**config.mk**
```make
export PLATFORM = sky130hd
export DESIGN_NAME = xdma_irq_scheduler
export DESIGN_NICKNAME = d
export VERILOG_FILES = /design/src/rtl/xdma_pkg.sv /design/src/rtl/rr_arbiter.sv /design/src/rtl/xdma_irq_scheduler.sv
export SDC_FILE = /design/constraint.sdc
export NUM_CORES = 1
export LEC_CHECK = 0
export BUFFER_PORTS_ARGS = -buffer_cell sky130_fd_sc_hd__buf_2
export CAP_MARGIN = 20
export CELL_PAD_IN_SITES_DETAIL_PLACEMENT = 1
export CELL_PAD_IN_SITES_GLOBAL_PLACEMENT = 1
export CORE_AREA = 2 2 155 157
export DETAILED_ROUTE_END_ITERATION = 10
export DIE_AREA = 0 0 157 159
export PLACE_DENSITY_LB_ADDON = 0.1
export SLEW_MARGIN = 30
export SYNTH_ARGS = -nofsm -noshare
export SYNTH_HDL_FRONTEND = slang
export SYNTH_SLANG_ARGS = --single-unit
```
**constraint.sdc**
```tcl
create_clock -name i_clk -period 7.2 [get_ports i_clk]
set_clock_uncertainty 0.2 [all_clocks]
set_input_delay 1.44 -clock i_clk [delete_from_list [all_inputs] [get_ports i_clk]]
set_output_delay 1.44 -clock i_clk [all_outputs]
set_load 0.005 [all_outputs]
```
**src/rtl/xdma_pkg.sv**
```systemverilog
// Shared types and widths for the XDMA write-completion interrupt scheduler.
package xdma_pkg;

  localparam int ADDR_W   = 32;
  localparam int LEN_W    = 32;
  localparam int ID_W     = 8;
  localparam int TIMER_W  = 32;
  localparam int TO_CNT_W = 16;
  localparam int STATE_W  = 3;

  typedef enum logic [STATE_W-1:0] {
    ST_IDLE     = 3'd0,
    ST_GRANT    = 3'd1,
    ST_POST     = 3'd2,
    ST_IRQ_SET  = 3'd3,
    ST_WAIT_CLR = 3'd4,
    ST_IRQ_DROP = 3'd5
  } state_e;

  // Timeout statistics stick at all-ones rather than wrapping back to zero.
  function automatic logic [TO_CNT_W-1:0] sat_inc(input logic [TO_CNT_W-1:0] v);
    return (v == '1) ? v : v + 1'b1;
  endfunction

endpackage

```
**src/rtl/rr_arbiter.sv**
```systemverilog
// Combinational round-robin picker: first set request at or after ptr_i, wrapping.
module rr_arbiter #(
  parameter int P_REQ_NUM = 4,
  parameter int IDX_W     = $clog2(P_REQ_NUM)
) (
  input  logic [P_REQ_NUM-1:0] req_i,
  input  logic [IDX_W-1:0]     ptr_i,
  output logic [P_REQ_NUM-1:0] gnt_o,
  output logic [IDX_W-1:0]     gnt_idx_o,
  output logic                 gnt_valid_o
);

  logic [IDX_W-1:0] k;

  // Scan farthest-first so the candidate closest to ptr_i is written last and wins.
  always_comb begin
    gnt_o       = '0;
    gnt_idx_o   = '0;
    gnt_valid_o = 1'b0;
    k           = '0;
    for (int d = P_REQ_NUM - 1; d >= 0; d--) begin
      k = IDX_W'((32'(ptr_i) + 32'(d)) % P_REQ_NUM);
      if (req_i[k]) begin
        gnt_idx_o   = k;
        gnt_valid_o = 1'b1;
      end
    end
    if (gnt_valid_o) begin
      gnt_o[gnt_idx_o] = 1'b1;
    end
  end

endmodule

```
**src/rtl/xdma_irq_scheduler.sv**
```systemverilog
// Posts one completed-DMA descriptor at a time to the BAR FIFOs and holds the
// next one off until the host clears the user interrupt or a timeout expires.
module xdma_irq_scheduler
  import xdma_pkg::*;
#(
  parameter int          P_REQ_NUM = 4,
  parameter logic [31:0] P_TIMEOUT = 32'd200_000
) (
  input  logic                        i_clk,
  input  logic                        i_rst_n,
  input  logic [P_REQ_NUM-1:0]        i_req_valid,
  input  logic [ADDR_W*P_REQ_NUM-1:0] i_req_addr,
  input  logic [LEN_W*P_REQ_NUM-1:0]  i_req_len,
  input  logic [ID_W*P_REQ_NUM-1:0]   i_req_id,
  output logic [P_REQ_NUM-1:0]        o_req_ready,
  output logic [ADDR_W-1:0]           o_bar_addr,
  output logic [LEN_W-1:0]            o_bar_len,
  output logic                        o_bar_valid,
  output logic [ID_W-1:0]             o_stream_id,
  output logic                        o_stream_valid,
  output logic                        o_usr_irq_req,
  input  logic                        i_usr_irq_ack,
  input  logic                        i_interrupt_clear,
  output logic                        o_busy,
  output logic                        o_timeout,
  output logic [TO_CNT_W-1:0]         o_timeout_cnt,
  output logic [STATE_W-1:0]          o_dbg_state
);

  localparam int IDX_W = (P_REQ_NUM > 1) ? $clog2(P_REQ_NUM) : 1;

  // Handshake: a stream raises valid with addr/len/id stable and holds them until
  // it sees its one-cycle o_req_ready bit; that cycle is the transfer.
  // o_req_ready is registered from the IDLE-cycle arbitration.

  logic [ADDR_W-1:0] req_addr [P_REQ_NUM];
  logic [LEN_W-1:0]  req_len  [P_REQ_NUM];
  logic [ID_W-1:0]   req_id   [P_REQ_NUM];

  for (genvar g = 0; g < P_REQ_NUM; g++) begin : g_unpack
    assign req_addr[g] = i_req_addr[g*ADDR_W +: ADDR_W];
    assign req_len[g]  = i_req_len[g*LEN_W +: LEN_W];
    assign req_id[g]   = i_req_id[g*ID_W +: ID_W];
  end

  state_e               state_q, state_d;
  logic [IDX_W-1:0]     rr_ptr_q, rr_ptr_d;
  logic [IDX_W-1:0]     win_idx_q, win_idx_d;
  logic [P_REQ_NUM-1:0] ready_q, ready_d;
  logic [ADDR_W-1:0]    addr_q, addr_d;
  logic [LEN_W-1:0]     len_q, len_d;
  logic [ID_W-1:0]      id_q, id_d;
  logic [TIMER_W-1:0]   timer_q, timer_d;
  logic                 clear_seen_q, clear_seen_d;
  logic                 timeout_q, timeout_d;
  logic [TO_CNT_W-1:0]  to_cnt_q, to_cnt_d;

  logic [P_REQ_NUM-1:0] arb_gnt;
  logic [IDX_W-1:0]     arb_idx;
  logic                 arb_any;

  rr_arbiter #(
    .P_REQ_NUM (P_REQ_NUM),
    .IDX_W     (IDX_W)
  ) u_arb (
    .req_i       (i_req_valid),
    .ptr_i       (rr_ptr_q),
    .gnt_o       (arb_gnt),
    .gnt_idx_o   (arb_idx),
    .gnt_valid_o (arb_any)
  );

  always_comb begin
    state_d      = state_q;
    rr_ptr_d     = rr_ptr_q;
    win_idx_d    = win_idx_q;
    ready_d      = '0;
    addr_d       = addr_q;
    len_d        = len_q;
    id_d         = id_q;
    timer_d      = timer_q;
    clear_seen_d = clear_seen_q;
    timeout_d    = 1'b0;
    to_cnt_d     = to_cnt_q;
    unique case (state_q)
      ST_IDLE: begin
        if (arb_any) begin
          ready_d   = arb_gnt;
          win_idx_d = arb_idx;
          state_d   = ST_GRANT;
        end
      end
      ST_GRANT: begin
        addr_d   = req_addr[win_idx_q];
        len_d    = req_len[win_idx_q];
        id_d     = req_id[win_idx_q];
        rr_ptr_d = (win_idx_q == IDX_W'(P_REQ_NUM - 1)) ? '0 : win_idx_q + 1'b1;
        state_d  = ST_POST;
      end
      ST_POST: begin
        state_d = ST_IRQ_SET;
      end
      ST_IRQ_SET: begin
        // A clear that beats the assert-ack is remembered so WAIT_CLR exits at once.
        if (i_interrupt_clear) begin
          clear_seen_d = 1'b1;
        end
        if (i_usr_irq_ack) begin
          timer_d = '0;
          state_d = ST_WAIT_CLR;
        end
      end
      ST_WAIT_CLR: begin
        if (clear_seen_q || i_interrupt_clear) begin
          clear_seen_d = 1'b1;
          state_d      = ST_IRQ_DROP;
        end else if (timer_q == P_TIMEOUT - 32'd1) begin
          timeout_d = 1'b1;
          to_cnt_d  = sat_inc(to_cnt_q);
          state_d   = ST_IRQ_DROP;
        end else if (timer_q != '1) begin
          timer_d = timer_q + 1'b1;
        end
      end
      ST_IRQ_DROP: begin
        if (i_usr_irq_ack) begin
          clear_seen_d = 1'b0;
          state_d      = ST_IDLE;
        end
      end
      default: begin
        state_d = ST_IDLE;
      end
    endcase
  end

  always_ff @(posedge i_clk or negedge i_rst_n) begin
    if (!i_rst_n) begin
      state_q      <= ST_IDLE;
      rr_ptr_q     <= '0;
      win_idx_q    <= '0;
      ready_q      <= '0;
      addr_q       <= '0;
      len_q        <= '0;
      id_q         <= '0;
      timer_q      <= '0;
      clear_seen_q <= 1'b0;
      timeout_q    <= 1'b0;
      to_cnt_q     <= '0;
    end else begin
      state_q      <= state_d;
      rr_ptr_q     <= rr_ptr_d;
      win_idx_q    <= win_idx_d;
      ready_q      <= ready_d;
      addr_q       <= addr_d;
      len_q        <= len_d;
      id_q         <= id_d;
      timer_q      <= timer_d;
      clear_seen_q <= clear_seen_d;
      timeout_q    <= timeout_d;
      to_cnt_q     <= to_cnt_d;
    end
  end

  // State-decoded so an asynchronous reset drops the interrupt without a clock.
  assign o_usr_irq_req  = (state_q == ST_IRQ_SET) || (state_q == ST_WAIT_CLR);
  assign o_bar_valid    = (state_q == ST_POST);
  assign o_stream_valid = (state_q == ST_POST);
  assign o_busy         = (state_q != ST_IDLE);
  assign o_req_ready    = ready_q;
  assign o_bar_addr     = addr_q;
  assign o_bar_len      = len_q;
  assign o_stream_id    = id_q;
  assign o_timeout      = timeout_q;
  assign o_timeout_cnt  = to_cnt_q;
  assign o_dbg_state    = state_q;

endmodule

```
==> results.txt, run 1 <==
- Smallest hold slack: 0.3004 ns
- Of the total power, registers draw 32.5%.
- The total overflow left after global routing is 0.
* Detailed Route WL: 30.29 mm
- Finished Cell Area: 0.01074 mm²
* Startpoint of the worst setup timing path: o_dbg_state[1]$_DFFE_PN0P_
- Worst Path Arrival: 1.71 ns
* CP Capture Type: output pin
* Cell at the root of the clock tree: sky130_fd_sc_hd__clkbuf_16
* Synthesized instance count: 610
- Cell type with the largest total area after synthesis: sky130_fd_sc_hd__dfrtp_1
* Height of the chip: 159 µm
* Power Dens Cells: 343.8 mW/mm²
* Average cell area after synthesis: 12.77 µm²
- Buffers inserted during post-CTS setup optimization: 0
* Iter 0 DRT Violations: 367
* Number of iterations in the first detailed-routing pass: 4
- Based on the critical path, the design can be clocked at up to 298.5 MHz.
- Leakage power total: 4.981 nW
- The initial utilization of the core area, before any placement, comes to 33.58%.
* Via-to-Cell Ratio: 5.265
- The min-delay analysis places its worst path in the category reg2reg.
* Final critical-path share of the clock period: 46.54%
- In the post-synthesis netlist, the biggest area contributors are sky130_fd_sc_hd__dfrtp_1 43%, sky130_fd_sc_hd__mux4_2 21%, sky130_fd_sc_hd__mux2_2 11%, sky130_fd_sc_hd__mux2i_1 3.3%, sky130_fd_sc_hd__nand2_1 2.7%.
* Clock-pin transition on the worst setup and hold timing paths: 0.06 ns
* DR vias: 6987
- Share of flip-flops with an asynchronous set or reset after synthesis: 100.0%
- The first global-routing pass estimated 46.62 mm of wire.
- STA classifies the critical path startpoint as a flip-flop.
- The via count of the first global-routing pass came to 7626.
* Outcome: completed
* Worst Hold Path EP: o_bar_len[23]$_DFFE_PN0P_
- Synthesis produced a netlist with a net count of 909.
- I/O Buffers: 395
* Width of the die: 157 µm
- In this run the worst path has a maximum fanout of 12.
* Switching share of power: 33.95%
- Of the total power, combinational logic draws 42.5%.
* Number of cells on the worst hold path: 1
- Setup repair after global routing left no endpoint under its margin.
- Setup violations remaining at the end of the flow were counted as 0.
* Top-level port count: 396
- At the end of routability-driven placement, the weighted congestion stood at 0.9056.
* Fraction of layout instances using a drive strength above 1: 59.86%
- Yosys printed 0 warnings.
- Register-to-Register Setup Slack: 4.04 ns
- Yosys mapped a number of flops with a built-in enable equal to 0.
- For the pin with the worst max-slew slack, the measured transition is 0.9216 ns.
* Final slew viol count: 0
- End of the worst register-to-register path: o_timeout_cnt[1]$_DFFE_PN0P_
- Fill count: 2600
- The synthesized design devotes to its leading area cell type 42.74% of total area.
- TritonCTS created 17 clock buffers.
- Number of rows created at floorplan: 56
- TritonCTS built the clock tree.
* HPWL after detailed placement: 24.05 mm
* Max Buffers Root-to-Sink: 2
* Worst skew pair latency: 0.42 ns
- Traced cell by cell, the critical path runs through inv_1 > nor3_1 > buf_2.
* Pin count of the biggest net entering global routing: 90
- Count of cell types in the netlist: 48
- In this run the remaining antenna-violating nets after routing total 0.
- After detailed routing, the average wire length per cell comes to 22.83 µm.
- Category of cells accounting for the largest share of critical-path delay: flip-flops
* Residual DRC: 0
- The startpoint identified for the worst register-to-register timing path is o_dbg_state[2]$_DFFE_PN0P_.
* Number of failing hold endpoints at the final stage: 0
* Max stage delay cell, worst path: sky130_fd_sc_hd__dfrtp_1
- After synthesis the cells add up to 0.007787 mm².
* Core Area: 0.02319 mm²
* Number of buffers inserted by hold repair at cts: 0
- After synthesis the netlist holds a flip-flop and latch count of 133.
- The worst setup path is of the reg2out kind.
* Post-place instance area: 0.01008 mm²
- In this run the tightest slew margin relative to its limit is 37.91%.
- FF-to-FF path depth: 5
- The startpoint identified for the worst hold timing path is o_bar_len[23]$_DFFE_PN0P_.
- After synthesis, flip-flops and latches occupy 42.74% of the total area.
* Number of max-cap violations: 0
- The smallest clock period supported by the final layout is computed as 3.351 ns.
* Cts repair resizes: 0
- For this run, the slowest stage of the critical path takes 0.57 ns.
- In the synthesized netlist the dominant register cell turns out to be sky130_fd_sc_hd__dfrtp_1.
* Clock sinks: 133
- Switch Pwr: 0.001254 W
- Final net count: 1290
- The initial antenna violation count came to 12.
* Number of levels the H-tree was split into: 4
- Required @ worst endpoint: 5.56 ns
- The worst-case IR drop observed on VDD is 0.1262 mV.
- All-Layer GR Usage: 24.86%
- Cell internal power was estimated by the tool at 0.002439 W.
* Buffers and inverters on the worst path: 2
- Sum of negative setup slack: 0 ns
* Clk pwr share: 25.0%
- Total Die Area: 0.02496 mm²
- Relative area change from synthesis to final layout: 37.93%
## kinds of logic (layout without fill, tap and decap cells)
logic type	after synthesis	count (layout)	share of synthesized area [%]
adders and majority gates	3	3	0.4821
DFF	133	133	42.74
other	0	4	0
AOI/OAI and AO/OA	34	34	2.764
buffers and inverters	49	443	2.619
and+or+nand+nor	203	203	14.67
xor gates and xnor gates	14	14	1.575
muxes	174	174	35.15
## layout by cell type (no fill, tap or decap), drive strengths merged, types with 2 or more instances in the layout
master and n:
mux4 72, nand3 26, mux2 76, a41oi 2, a21oi 4, inv 11
and4 6, bufinv 3, buf 404, and3 13, clkinv 3, or4 4
mux2i 26, nor2 12, and2 6, ha 3, dfrtp 133, nor3 19
xnor2 3, nand4 25, nor4 17, nor4b 4, diode 4, xor2 11
nor3b 2, nand2 56, clkbuf 19, or3 3, clkinvlp 3, nand2b 5
a31oi 12, o21ai 9
## state kept, by name (all words and copies together), names as in the netlist, 3 cells and up
signal         cells
timer_q           32
o_bar_addr        32
o_req_ready        4
o_dbg_state        3
o_bar_len         32
o_timeout_cnt     16
o_stream_id        8
## worst max path at each step
stage | end | cells past startpoint | slack [ns]
after floorplan | o_timeout_cnt[1]$_DFFE_PN0P_ | 5 | 3.95
after global placement | o_timeout_cnt[1]$_DFFE_PN0P_ | 5 | 3.44
after detailed placement | o_timeout_cnt[1]$_DFFE_PN0P_ | 5 | 3.40
after CTS | o_bar_valid | 3 | 3.79
after global routing | o_bar_valid | 3 | 3.71
final | o_bar_valid | 3 | 3.85
## Yosys cell counts (5+ instances only)
library cell and instances:
sky130_fd_sc_hd__and4_1 6, sky130_fd_sc_hd__nor3_1 10, sky130_fd_sc_hd__inv_1 7, sky130_fd_sc_hd__nand3_1 26
sky130_fd_sc_hd__nor3_2 9, sky130_fd_sc_hd__xor2_1 11, sky130_fd_sc_hd__a31oi_1 12, sky130_fd_sc_hd__buf_1 7
sky130_fd_sc_hd__nor4_1 16, sky130_fd_sc_hd__dfrtp_1 133, sky130_fd_sc_hd__mux2_2 75, sky130_fd_sc_hd__nor2_1 12
sky130_fd_sc_hd__mux4_2 72, sky130_fd_sc_hd__nand4_1 25, sky130_fd_sc_hd__mux2i_1 26, sky130_fd_sc_hd__and3_1 13
sky130_fd_sc_hd__and2_1 6, sky130_fd_sc_hd__nand2_1 56, sky130_fd_sc_hd__nand2b_1 5, sky130_fd_sc_hd__o21ai_0 8
sky130_fd_sc_hd__clkbuf_1 31
## power by group through the flow
| stage | Sequential, W | Combinational, W | Clock (W) |
|---|---|---|---|
| after global placement | 0.00120 | 0.00157 | 0 |
| after CTS | 0.00121 | 0.00160 | 0.000947 |
| after floorplan | 0.00115 | 0.00100 | 0 |
| after global routing | 0.00125 | 0.00169 | 0.000977 |
| final | 0.00120 | 0.00157 | 0.000924 |
| after detailed placement | 0.00122 | 0.00160 | 0 |
## routing by layer
metal	part of all wire, %	track usage [%]	vias to the layer above
met5	0.53	1.786	-
met4	2.4	8.465	16
met3	6.9	7.730	53
met2	50	40.67	261
met1	40	30.95	3518
li1	-	-	3139
## stage by stage
| stage | worst slack [ns] | power (W) | utilization, % | std cells |
|---|---|---|---|---|
| after floorplan | 3.946 | 0.002147 | - | 610 |
| after global placement | 3.441 | 0.002767 | 43.35 | 1289 |
| after detailed placement | 3.397 | 0.002818 | 43.47 | 1290 |
| after CTS | 3.792 | 0.003755 | 46.15 | 1322 |
| after global routing | 3.713 | 0.003913 | 46.30 | 1326 |
| final | 3.849 | 0.003693 | 46.32 | 1327 |
## final cells by class
cell class / count / area (µm²) / area share, %
inverters: 7 / 26.28 / 0.2446
flip-flops and latches: 133 / 3336 / 31.05
diodes: 4 / 10.01 / 0.09319
well taps: 319 / 399.1 / 3.716
repair buffers: 404 / 2083 / 19.39
multi-input cells: 428 / 4264 / 39.70
clock inverters: 13 / 170.2 / 1.584
clock buffers: 19 / 452.9 / 4.217
Power figures use the tool's default switching activity.
==> run 2, diff against run 1 <==
CORE_AREA = 2 2 153 155   (was 2 2 155 157)
DIE_AREA = 0 0 155 157   (was 0 0 157 159)
clock period = 3.15 ns   (was 7.2 ns; I/O delays follow)
==> run 2 against run 1 <==
Against the previous run: combinational power increased by 130%; highest routed layer unchanged; largest power group unchanged; clock-buffer cell count increased by 2; critical path type is now reg2reg; flip-flop and latch count unchanged; wire length decreased by 0.49%.
==> results.txt, run 2 (same netlist as run 1, synthesis figures left out) <==
- The HPWL after detailed placement was 24.04 mm (about the same).
* Startpoint of the worst setup timing path: timer_q[1]$_DFFE_PN0P_
* Via count of the first global-routing pass: 7629 (+0.039%)
- The total length of routed met2 wires came to 15.34 mm (+0.90%).
- The global-route usage over all layers was 25.12% (+0.27 points).
- Unrepaired setup endpoints after global routing: false
- The tightest min-delay check is of the in2async type.
- Number of max-cap violations: 0 (unchanged)
* Leakage power total: 5.082 nW (+2.0%)
- In this design, the critical path's most frequently occurring cell is sky130_fd_sc_hd__or4_1.
- The worst slack at placement came to 0.3359 ns (-3.061 ns).
- The final layout net count came to 1305 (+1.2%).
* Detailed Route WL: 30.14 mm (-0.49%)
- The final non-filler cell total is 1310 (-1.3%).
- Cts repair resizes: 0 (unchanged)
* Worst Path Arrival: 2.91 ns (+1.20 ns)
* Final critical-path share of the clock period: 89.13%
- The area occupied by multi-input gates came to 0.004258 mm² (-0.15%).
- The top fanout value on the critical path is 14 (+2).
- First-pass GRT wire length: 45.88 mm (-1.6%)
- The wire length on met1 came to 12.22 mm (+0.82%).
- Number of levels the H-tree was split into: 4 (unchanged)
* Number of rows created at floorplan: 55 (-1.8%)
- The register cell area after layout was 0.003336 mm² (unchanged).
- Slew at the pin closest to its max-slew limit: 0.7415 ns (-0.1801 ns)
- TritonCTS clock tree: built
* Via-to-Cell Ratio: 5.411 (+2.8%)
- The accumulated negative setup slack came to 0 ns (unchanged).
- Final GP Congestion: 0.8455 (-6.6%)
* Power Dens Cells: 797.8 mW/mm² (+130%)
- Antenna Violating Nets Remaining: 0 (unchanged)
- Post-place instance area: 0.01019 mm² (+1.1%)
- GRT overflow: 0 (unchanged)
- The wire length on met3 is 2.053 mm (-1.8%).
- The number of placed instances with taps included came to 1272 (-1.4%).
- The fraction of final layout cells sized beyond drive strength 1 is 60.26% (+0.39 points).
- The number of pins exceeding their max-slew limit in the final report came to 0 (unchanged).
- Number of antenna violations at the first check in global routing: 11 (-1)
- STA classifies the critical path endpoint as a flip-flop.
* Width of the die: 155 µm (-1.3%)
- The core area was 0.02250 mm² (-3.0%).
* Number of setup violations in the final report: 0 (unchanged)
- Delay contributed by the slowest stage of the critical path: 0.50 ns (-0.07 ns)
- Clock-pin transition on the worst setup and hold timing paths: 0.06 ns (about the same)
* Total Die Area: 0.02434 mm² (-2.5%)
- Number of buffers inserted by hold repair at cts: 0 (unchanged)
* Relative area change from synthesis to final layout: 39.72%
- Residual DRC: 0 (unchanged)
* Required @ worst endpoint: 3.25 ns (-2.31 ns)
* Starting Density: 34.61% (+1.0 points)
* Max VDD drop: 0.5081 mV (+300%)
- The overall via count from detail_route was 7089 (+1.5%).
* Final worst slack: 0.3423 ns (-3.507 ns)
- Max stage delay cell, worst path: sky130_fd_sc_hd__or4_1
- The library cell used most frequently in the layout, excluding fill and tap cells, is sky130_fd_sc_hd__buf_2.
- The critical path in this run is classified as reg2reg.
* Number of failing hold endpoints at the final stage: 0 (unchanged)
* Drt wl/cell: 23.01 µm (+0.80%)
* Top-level port count: 396 (unchanged)
* Buffers inserted during post-CTS setup optimization: 0 (unchanged)
- The number of filler instances in the final layout came to 2502 (-3.8%).
* TritonCTS buffer count: 17 (unchanged)
* Worst-path cell chain: ha_1 > nand2_1 > or4_1 > or4_1 > buf_4 > nor2_1 > mux2_1
* Minimum clock period: 2.808 ns
* Maximum frequency from static timing analysis: 356.2 MHz
- The flow ran to the end, and the final reports show no timing, DRC or antenna violations.
- The number of search-and-repair iterations in the first detailed-routing pass is 4 (unchanged).
- Worst skew pair latency: 0.42 ns (about the same)
- The number of buffer cells added on primary ports was 395 (unchanged).
- The design area came to 0.01088 mm² (+1.3%).
* Cell at the root of the clock tree: sky130_fd_sc_hd__clkbuf_16
* Clock sinks: 133 (unchanged)
- Launch instance of the worst register-to-register path: timer_q[1]$_DFFE_PN0P_
- The die outline height was 157 µm (-1.3%).
- The worst setup path is launched from a flip-flop.
* Pin count of the biggest net entering global routing: 76 (-16%)
- The library cells used most frequently in the layout, excluding fill and tap cells, are 394 x sky130_fd_sc_hd__buf_2, 131 x sky130_fd_sc_hd__dfrtp_1, 75 x sky130_fd_sc_hd__mux2_2, 72 x sky130_fd_sc_hd__mux4_2, 56 x sky130_fd_sc_hd__nand2_1.
* Final Power: 0.008681 W (+140%)
- The first-iteration detailed-routing DRC count came to 333 (-9.3%).
- Top routing layer in use: met5
* Max Buffers Root-to-Sink: 2 (unchanged)
- The tightest slew margin relative to the limit is 50.11% (+12 points).
run 2: changes by cell type in the layout (fill, tap and decap cells not counted), sizes merged:
| cell | change |
|---|---|
| clkinv | -1 |
| diode | +2 |
| inv | -3 |
| clkbuf | +2 |
| buf | +15 |
| bufinv | +2 |
run 2: area by class of cell:
cell class / count / share of cell area, %
diodes: 6 / 0.1380
repair buffers: 419 / 20.34
multi-input cells: 428 / 39.13
well taps: 285 / 3.277
inverters: 7 / 0.2415
clock buffers: 21 / 4.416
clock inverters: 11 / 1.794
flip-flops and latches: 133 / 30.66
run 2: final timing paths:
check | slack, ns | cells past startpoint | end
max | 0.34 | 7 | o_timeout_cnt[1]$_DFFE_PN0P_
max reg2reg | 0.34 | 7 | o_timeout_cnt[1]$_DFFE_PN0P_
min | 0.002 | 1 | o_stream_id[2]$_DFFE_PN0P_
max in group asynchronous | 1.98 | 2 | o_bar_len[3]$_DFFE_PN0P_
min in group i_clk | 0.28 | 2 | o_dbg_state[1]$_DFFE_PN0P_
min reg2reg | 0.30 | 1 | o_bar_addr[29]$_DFFE_PN0P_
run 2: per-layer routing:
layer	vias up	GRT usage, %
met2	229	42.12
met5	-	0
met1	3634	31.46
met3	33	8.756
met4	10	5.556
li1	3183	-
run 2: critical path, delay by kind of cell (launching register included):
family / cells / cell delay [ns]
adder cells (fa/ha/maj): 1 / 0.25
multiplexers: 1 / 0.35
flip-flops: 1 / 0.40
AND/OR/NAND/NOR: 4 / 1.25
buffers and inverters: 1 / 0.22
run 2: report_power, final:
group	leakage, nW	total, W	switching [W]	internal, W
Clock	0.322	0.00227	0.000775	0.00149
Sequential	1.64	0.00273	0.000448	0.00228
Combinational	3.12	0.00368	0.00161	0.00208
Total	5.08	0.00868	0.00283	0.00585
run 2: stage by stage:
stage	util (%)	hold slack, ns
after detailed placement	45.28	0.2905
after floorplan	-	0.1344
after CTS	48.28	0.01943
final	48.35	0.002119
after global routing	48.31	0.02247
after global placement	45.28	0.2856
